==> config.mk <==
export PLATFORM = sky130hd
export DESIGN_NAME = multicycle_ctrl
export DESIGN_NICKNAME = d
export VERILOG_FILES = /design/src/rtl/multicycle_ctrl.sv
export SDC_FILE = /design/constraint.sdc
export NUM_CORES = 1
export LEC_CHECK = 0
export ABC_AREA = 1
export BUFFER_PORTS_ARGS = -buffer_cell sky130_fd_sc_hd__buf_2
export CAP_MARGIN = 20
export CORE_MARGIN = 4
export CORE_UTILIZATION = 45
export CTS_CLUSTER_SIZE = 8
export DETAILED_ROUTE_END_ITERATION = 12
export HOLD_SLACK_MARGIN = 0.08
export MAX_ROUTING_LAYER = met4
export PLACE_DENSITY = 0.89
export RECOVER_POWER = 100
export SYNTH_ARGS = -nofsm -noshare
export SYNTH_HDL_FRONTEND = slang
export SYNTH_SLANG_ARGS = --single-unit
==> constraint.sdc <==
create_clock -name clk -period 3.54 [get_ports clk]
set_input_delay 0.354 -clock clk [delete_from_list [all_inputs] [get_ports clk]]
set_output_delay 0.354 -clock clk [all_outputs]
set_load 0.005 [all_outputs]
==> src/rtl/multicycle_ctrl.sv <==
// Five-state multi-cycle MIPS sequencer: FETCH/DECODE/EXEC/MEM/WB sharing one
// memory port via req/ready, with an optional wait timeout that sets a sticky err.
module multicycle_ctrl #(
  parameter int unsigned WAIT_MAX = 0,
  parameter int unsigned CNT_W    = 8
) (
  input  logic       clk,
  input  logic       reset_n,
  input  logic [5:0] opcode,
  input  logic [5:0] funct,
  input  logic       zero,
  input  logic       mem_ready,
  output logic       mem_req,
  output logic       mem_we,
  output logic       mem_byte,
  output logic       addr_sel,
  output logic       ir_write,
  output logic       pc_write,
  output logic [1:0] pc_src,
  output logic       reg_write,
  output logic [1:0] reg_dst,
  output logic [1:0] wd_sel,
  output logic       alu_src_imm,
  output logic       ext_zero,
  output logic [2:0] alu_op,
  output logic       instr_done,
  output logic       err,
  output logic [2:0] state
);

  typedef enum logic [2:0] {
    FETCH  = 3'd0,
    DECODE = 3'd1,
    EXEC   = 3'd2,
    MEM    = 3'd3,
    WB     = 3'd4
  } state_t;

  state_t           state_q, state_d;
  logic [CNT_W-1:0] cnt_q, cnt_d;
  logic             err_q, err_d;

  logic is_r, is_addu, is_subu, is_jr, is_ori, is_lui, is_addi;
  logic is_lw, is_lb, is_sw, is_sb, is_beq, is_j, is_jal;
  logic is_load, is_store, is_byte, is_ialu, is_rtype, to_exec, wait_hit;

  assign is_r     = (opcode == 6'b000000);
  assign is_addu  = is_r && (funct == 6'b100001);
  assign is_subu  = is_r && (funct == 6'b100011);
  assign is_jr    = is_r && (funct == 6'b001000);
  assign is_ori   = (opcode == 6'b001101);
  assign is_lui   = (opcode == 6'b001111);
  assign is_addi  = (opcode == 6'b001000);
  assign is_lw    = (opcode == 6'b100011);
  assign is_lb    = (opcode == 6'b100000);
  assign is_sw    = (opcode == 6'b101011);
  assign is_sb    = (opcode == 6'b101000);
  assign is_beq   = (opcode == 6'b000100);
  assign is_j     = (opcode == 6'b000010);
  assign is_jal   = (opcode == 6'b000011);
  assign is_load  = is_lw | is_lb;
  assign is_store = is_sw | is_sb;
  assign is_byte  = is_lb | is_sb;
  assign is_ialu  = is_ori | is_lui | is_addi;
  assign is_rtype = is_addu | is_subu;
  assign to_exec  = is_rtype | is_ialu | is_load | is_store | is_beq;
  assign wait_hit = (WAIT_MAX != 0) && (cnt_q == CNT_W'(WAIT_MAX));

  assign state = state_q;
  assign err   = err_q;

  always_comb begin
    state_d     = state_q;
    cnt_d       = cnt_q;
    err_d       = err_q;
    mem_req     = 1'b0;
    mem_we      = 1'b0;
    mem_byte    = 1'b0;
    addr_sel    = 1'b0;
    ir_write    = 1'b0;
    pc_write    = 1'b0;
    pc_src      = 2'd0;
    reg_write   = 1'b0;
    reg_dst     = 2'd0;
    wd_sel      = 2'd0;
    alu_src_imm = 1'b0;
    ext_zero    = 1'b0;
    alu_op      = 3'd0;
    instr_done  = 1'b0;

    // Shared wait accounting for FETCH and MEM; a timeout abandons to FETCH.
    if ((state_q == FETCH) || (state_q == MEM)) begin
      if (mem_ready) begin
        cnt_d = '0;
      end else if (wait_hit) begin
        err_d   = 1'b1;
        cnt_d   = '0;
        state_d = FETCH;
      end else if (WAIT_MAX != 0) begin
        cnt_d = cnt_q + CNT_W'(1);
      end
    end

    case (state_q)
      FETCH: begin
        mem_req = 1'b1;
        if (mem_ready) begin
          ir_write = 1'b1;
          pc_write = 1'b1;
          state_d  = DECODE;
        end
      end
      DECODE: begin
        if (is_j || is_jal) begin
          pc_write   = 1'b1;
          pc_src     = 2'd2;
          instr_done = 1'b1;
          state_d    = FETCH;
          if (is_jal) begin
            reg_write = 1'b1;
            reg_dst   = 2'd2;
            wd_sel    = 2'd2;
          end
        end else if (is_jr) begin
          pc_write   = 1'b1;
          pc_src     = 2'd3;
          instr_done = 1'b1;
          state_d    = FETCH;
        end else if (to_exec) begin
          state_d = EXEC;
        end else begin
          instr_done = 1'b1;
          state_d    = FETCH;
        end
      end
      EXEC: begin
        if (is_subu) begin
          alu_op  = 3'd1;
          state_d = WB;
        end else if (is_addu) begin
          state_d = WB;
        end else if (is_ori) begin
          alu_op      = 3'd2;
          alu_src_imm = 1'b1;
          ext_zero    = 1'b1;
          state_d     = WB;
        end else if (is_lui) begin
          alu_op      = 3'd3;
          alu_src_imm = 1'b1;
          state_d     = WB;
        end else if (is_addi) begin
          alu_src_imm = 1'b1;
          state_d     = WB;
        end else if (is_load || is_store) begin
          alu_src_imm = 1'b1;
          state_d     = MEM;
        end else begin
          alu_op     = 3'd1;
          instr_done = is_beq;
          state_d    = FETCH;
          if (is_beq && zero) begin
            pc_write = 1'b1;
            pc_src   = 2'd1;
          end
        end
      end
      MEM: begin
        mem_req     = 1'b1;
        addr_sel    = 1'b1;
        mem_we      = is_store;
        mem_byte    = is_byte;
        alu_src_imm = 1'b1;
        if (mem_ready) begin
          if (is_load) begin
            state_d = WB;
          end else begin
            instr_done = 1'b1;
            state_d    = FETCH;
          end
        end
      end
      WB: begin
        reg_write  = 1'b1;
        reg_dst    = is_rtype ? 2'd1 : 2'd0;
        wd_sel     = is_load ? 2'd1 : 2'd0;
        instr_done = 1'b1;
        state_d    = FETCH;
      end
      default: state_d = FETCH;
    endcase

    if (!reset_n) begin
      mem_req     = 1'b0;
      mem_we      = 1'b0;
      mem_byte    = 1'b0;
      addr_sel    = 1'b0;
      ir_write    = 1'b0;
      pc_write    = 1'b0;
      pc_src      = 2'd0;
      reg_write   = 1'b0;
      reg_dst     = 2'd0;
      wd_sel      = 2'd0;
      alu_src_imm = 1'b0;
      ext_zero    = 1'b0;
      alu_op      = 3'd0;
      instr_done  = 1'b0;
    end
  end

  always_ff @(posedge clk or negedge reset_n) begin
    if (!reset_n) begin
      state_q <= FETCH;
      cnt_q   <= '0;
      err_q   <= 1'b0;
    end else begin
      state_q <= state_d;
      cnt_q   <= cnt_d;
      err_q   <= err_d;
    end
  end

endmodule

* Yosys cells after proc, flatten, opt, wreduce, memory -nomap -nowiden
Index checks and enable logic that the tools add are counted.
** Word-level totals
- Bits in registers :: 3
- Input port bits :: 16
- Output and inout port bits :: 23
- Logic and storage cells :: 132
** Operators by class
- Equal/unequal tests :: 19
- Muxes and demuxes :: 92
- Bitwise operators :: 10
- Reduce and logical (&&, ||, !) cells :: 10
** Operators by type and width (number)
- $mux W1 :: 59
- $eq A6 B6 Y1 const B :: 6
- $mux W2 :: 16
- $mux W3 :: 9
- $eq A6 B4 Y1 const B :: 4
- $eq A6 B2 Y1 const B :: 2
- $pmux W2 S2 :: 3
- $pmux W3 S4 :: 1
- $or A1 B1 Y1 :: 10
- $eq A3 B2 Y1 const B :: 2
- $eq A6 B3 Y1 const B :: 1
- $logic_not A6 Y1 :: 1
- $logic_and A1 B1 Y1 :: 4
- $ne A2 B2 Y1 const B :: 2
- $pmux W1 S2 :: 2
- $pmux W1 S4 :: 1
- $eq A3 B1 Y1 const B :: 1
- $eq A3 B3 Y1 const B :: 1
- $logic_not A3 Y1 :: 1
- $pmux W1 S3 :: 1
- $logic_or A1 B1 Y1 :: 2
- $reduce_and A2 Y1 :: 1
- $reduce_or A2 Y1 :: 1

* Longest topological paths before layout
- Depth in word-level cells :: 12
- Gate-level depth with buffers :: 9
- Gate-level depth less buffers :: 9

* Worst setup path after synthesis
OpenSTA, ideal clock, no wires.
- Path type :: register to output
- From :: reg state_q[2], in the netlist state[2]
- To :: out pc_write
- Arrival time :: 1111 ps
- Slack :: 2075 ps
- Cell stages (with the launch flop) :: 8
- Buffers on the path :: 0
- Cells stage by stage :: dfrtp_1 inv_1 nand3_1 nor2_2 nand2_1 nand2_1 inv_2 a21oi_2
** Between the ends
- Cells in the longest elaborated chain, start to end :: 3
** RTL lines
- start: declaration :: RTL line 39 : state_t state_q, state_d;
- start signal: assignment :: RTL line 216 : state_q <= state_d;
- $eq A3 B2 Y1 (tied with other cells) :: RTL line 104 : case (state_q)
- $pmux W1 S3 * :: RTL line 104
- $mux W1 * :: RTL line 192 : if (!reset_n) begin
- end: declaration :: RTL line 18 : output logic pc_write,
Every way passes the cells marked *; elsewhere a longest branch is shown, timed or not.

* Worst setup path in the final report
- From :: in reset_n
- To :: out mem_we
** Between the ends
- Cells in the longest elaborated chain, start to end :: 1
** RTL lines
- start: declaration :: RTL line 8 : input logic reset_n,
- $mux W1 :: RTL line 192
- end: declaration :: RTL line 14 : output logic mem_we,
No other way between the ends.

==> results.yml <==
pwr:
  clkPwrFrac_pct: 27.9
  peakVddDrop_mv: 0.1541
  power.leakage_uw: 0.0004069
  p_per_area_nw_per_um2: 288.6
  seq_power_share_pct: 20.4
  power_switching_share_pct: 46.09
  power.internal_uw: 129.5
  power_frac_comb_pct: 51.7
  switching_power_uw: 110.7
cts:
  cts_tree: "yes"
  cts_root_buffer: "clkbuf_4"
  clock_latency_ns: 0.25
  h-tree-depth: 1
  numCtsBuffers: 3
  ctsResizeCount: 0
  cts.sinks: 3
  cts_max_path_buffers: 2
  clk_pin_slew_ns: 0.04
  post_cts_buffers: 0
timing:
  finalSetupViolations: 0
  hold_slack_ns: 0.4657
  max_freq_mhz: 450.4
  setup_tns_ns: 0
  finalHoldViolCount: 0
  fin_crit_sh_pct: 62.71
  finalCriticalPeriod_ns: 2.220
  maxSlewViolCount: 0
  rsz0062_at_grt: "false"
  final.setup_skew_ns: 0.002940
layout:
  fin_area_um2: 832.0
  antennaDiodeCount: 0
  nets: 166
  drive_gt1_share_pct: 29.53
  syn_to_final_growth_pct: 28.13
  largest_reg_flops: 3
drt:
  drc: 0
  ant_nets: 0
  dr.pass1.iters: 4
  initialDrtViolationCount: 21
  route.vias.total: 819
  wl_per_cell_um: 11.22
  drt-vias-per-instance: 4.994
  routed_wirelength_um: 1840
logic_synthesis:
  synth-seq-area-share_pct: 11.56
  syn_area_um2: 649.4
  ys_types: 27
  yosys_warnings: 0
  ys_async_sr_fraction_pct: 100.0
  synthMostInstantiatedCell: "nand2_1"
  synth_top_flop_cell: "dfrtp_1"
  synth_top_cell_by_area: "dfrtp_1"
  ys_ff_latch: 3
  syn_inst: 111
  synth_top_area_share_pct: 11.56
  synth_edf_count: 0
  synth_common_cells: "nand2_1 (19), inv_1 (15), nor2_1 (15)"
  synthTopCellsByArea: "dfrtp_1 (12%), nand2_1 (11%), inv_1 (8.7%), nor2_1 (8.7%), nand3_1 (8.5%)"
  avgSynthCellArea_um2: 5.850
critical_path:
  r2r_setup_slack_ns: 2.18
  r2r_cells: 5
  critPathMaxFanout: 8
  rr_endpoint: "state[0]"
  cp_data_arrival_time_ns: 1.87
  reg2reg_from: "state[2]"
  required_ns: 3.19
  critPathKind: "input port to output pin"
  path_cells: "dlygate4sd3_1 -> clkbuf_1 -> nand3_1 -> nor2_1 -> inv_2 -> nor4_1 -> clkbuf_1"
  critical_path.endpoint_type: "output pin"
  max_stage_delay_ns: 0.53
  cp_common_cell: "clkbuf_1"
  start_kind: "input port"
  cp_slowest_cell: "dlygate4sd3_1"
job:
  drv_cap: 0
place:
  place_hpwl_um: 1535
  gp_congestion: 0.8861
  place_area_um2: 818.3
  portBuffers: 36
global_routing:
  grt_pass1_wl_um: 2835
  antenna_found_initial: 0
  grt_max_degree: 9
  grtUsageTotal_pct: 18.52
  grt_overflow_total: 0
  grt_pass1_vias: 700
worst_hold_path:
  hold_start: "opcode[3]"
  hold_path_end: "state[2]"
  worstHoldPathCells: 4
  hold_path.class: "input port to flop"
floorplan:
  die_h_um: 45.99
  core_um2: 1334
  die-width_um: 45.99
  initial_core_util_pct: 48.69
  dieArea_um2: 2115
  ioPinCount: 39
  num_rows: 13
outcome:
  status: "completed"
cells in the final DEF (no fill, tap or decap), drive strengths merged:
cell / count
nand3b: 1
buf: 18
nor4: 3
conb: 2
nand2: 23
nand4: 3
nand3: 12
inv: 19
or2: 3
o211ai: 1
dlygate4sd3: 1
clkbuf: 22
nor2: 24
a21oi: 4
dfrtp: 3
o21ai: 4
nor3: 5
o21a: 1
layer usage:
layer	global-route usage [%]	routed length, µm	vias up
met5	-	0	-
li1	-	-	428
met2	33.79	975	22
met4	5.114	18	0
met1	20.61	748	366
met3	2.372	98	3
critical path: cells and delay by family:
kind	cells	cell delay [ns]
buf+inv	4	1.04
simple gates	3	0.47
how the worst max path moves through the flow:
stage | start | endpoint | slack, ns | depth (start not counted)
final | reset_n | mem_we | 1.32 | 7
after global routing | reset_n | mem_we | 1.10 | 7
after CTS | reset_n | mem_byte | 1.48 | 7
after detailed placement | opcode[1] | pc_write | 1.78 | 9
after global placement | funct[2] | pc_write | 1.85 | 8
after floorplan | funct[2] | pc_write | 2.07 | 6
cell families after synthesis:
logic type	count (synthesis)	share of synthesized area (%)
buffers and inverters	23	16.18
other	1	0.5775
AND/OR/NAND/NOR	74	60.50
flip-flops	3	11.56
AO/OA/AOI/OAI	10	11.18
power groups by stage:
stage / Sequential, µW / Combinational [µW] / Clock (µW)
2_1_floorplan: 49.8 / 84.8 / 0
3_3_place_gp: 49.3 / 126 / 0
3_5_place_dp: 49.6 / 129 / 0
4_1_cts: 48.9 / 130 / 65.9
5_1_grt: 49.9 / 141 / 67.8
6_report: 48.9 / 124 / 67.0
layout make-up:
class	instances	area, µm²
clock buffers	4	26.28
well taps	15	18.77
inverters	19	71.32
multi-input cells	86	473.0
flip-flops and latches	3	75.07
fillers	139	501.7
repair buffers	37	167.7
what timing repair did:
action / 4_1_cts / 5_1_grt
endpoints found under the setup margin: 0 / 0
hold buffers: 1 / 0
endpoints found under the hold margin: 3 / 0
metrics by stage:
stage          instances  total power (µW)  setup WS [ns]  util [%]
2_1_floorplan        112             134.6          2.075         -
3_3_place_gp         159             175.7          1.847     61.35
3_5_place_dp         159             178.8          1.779     61.35
4_1_cts              164             245.1          1.480     64.07
5_1_grt              164             258.5          1.100     62.38
6_report             164             240.2          1.320     62.38
Power figures use the tool's default switching activity.
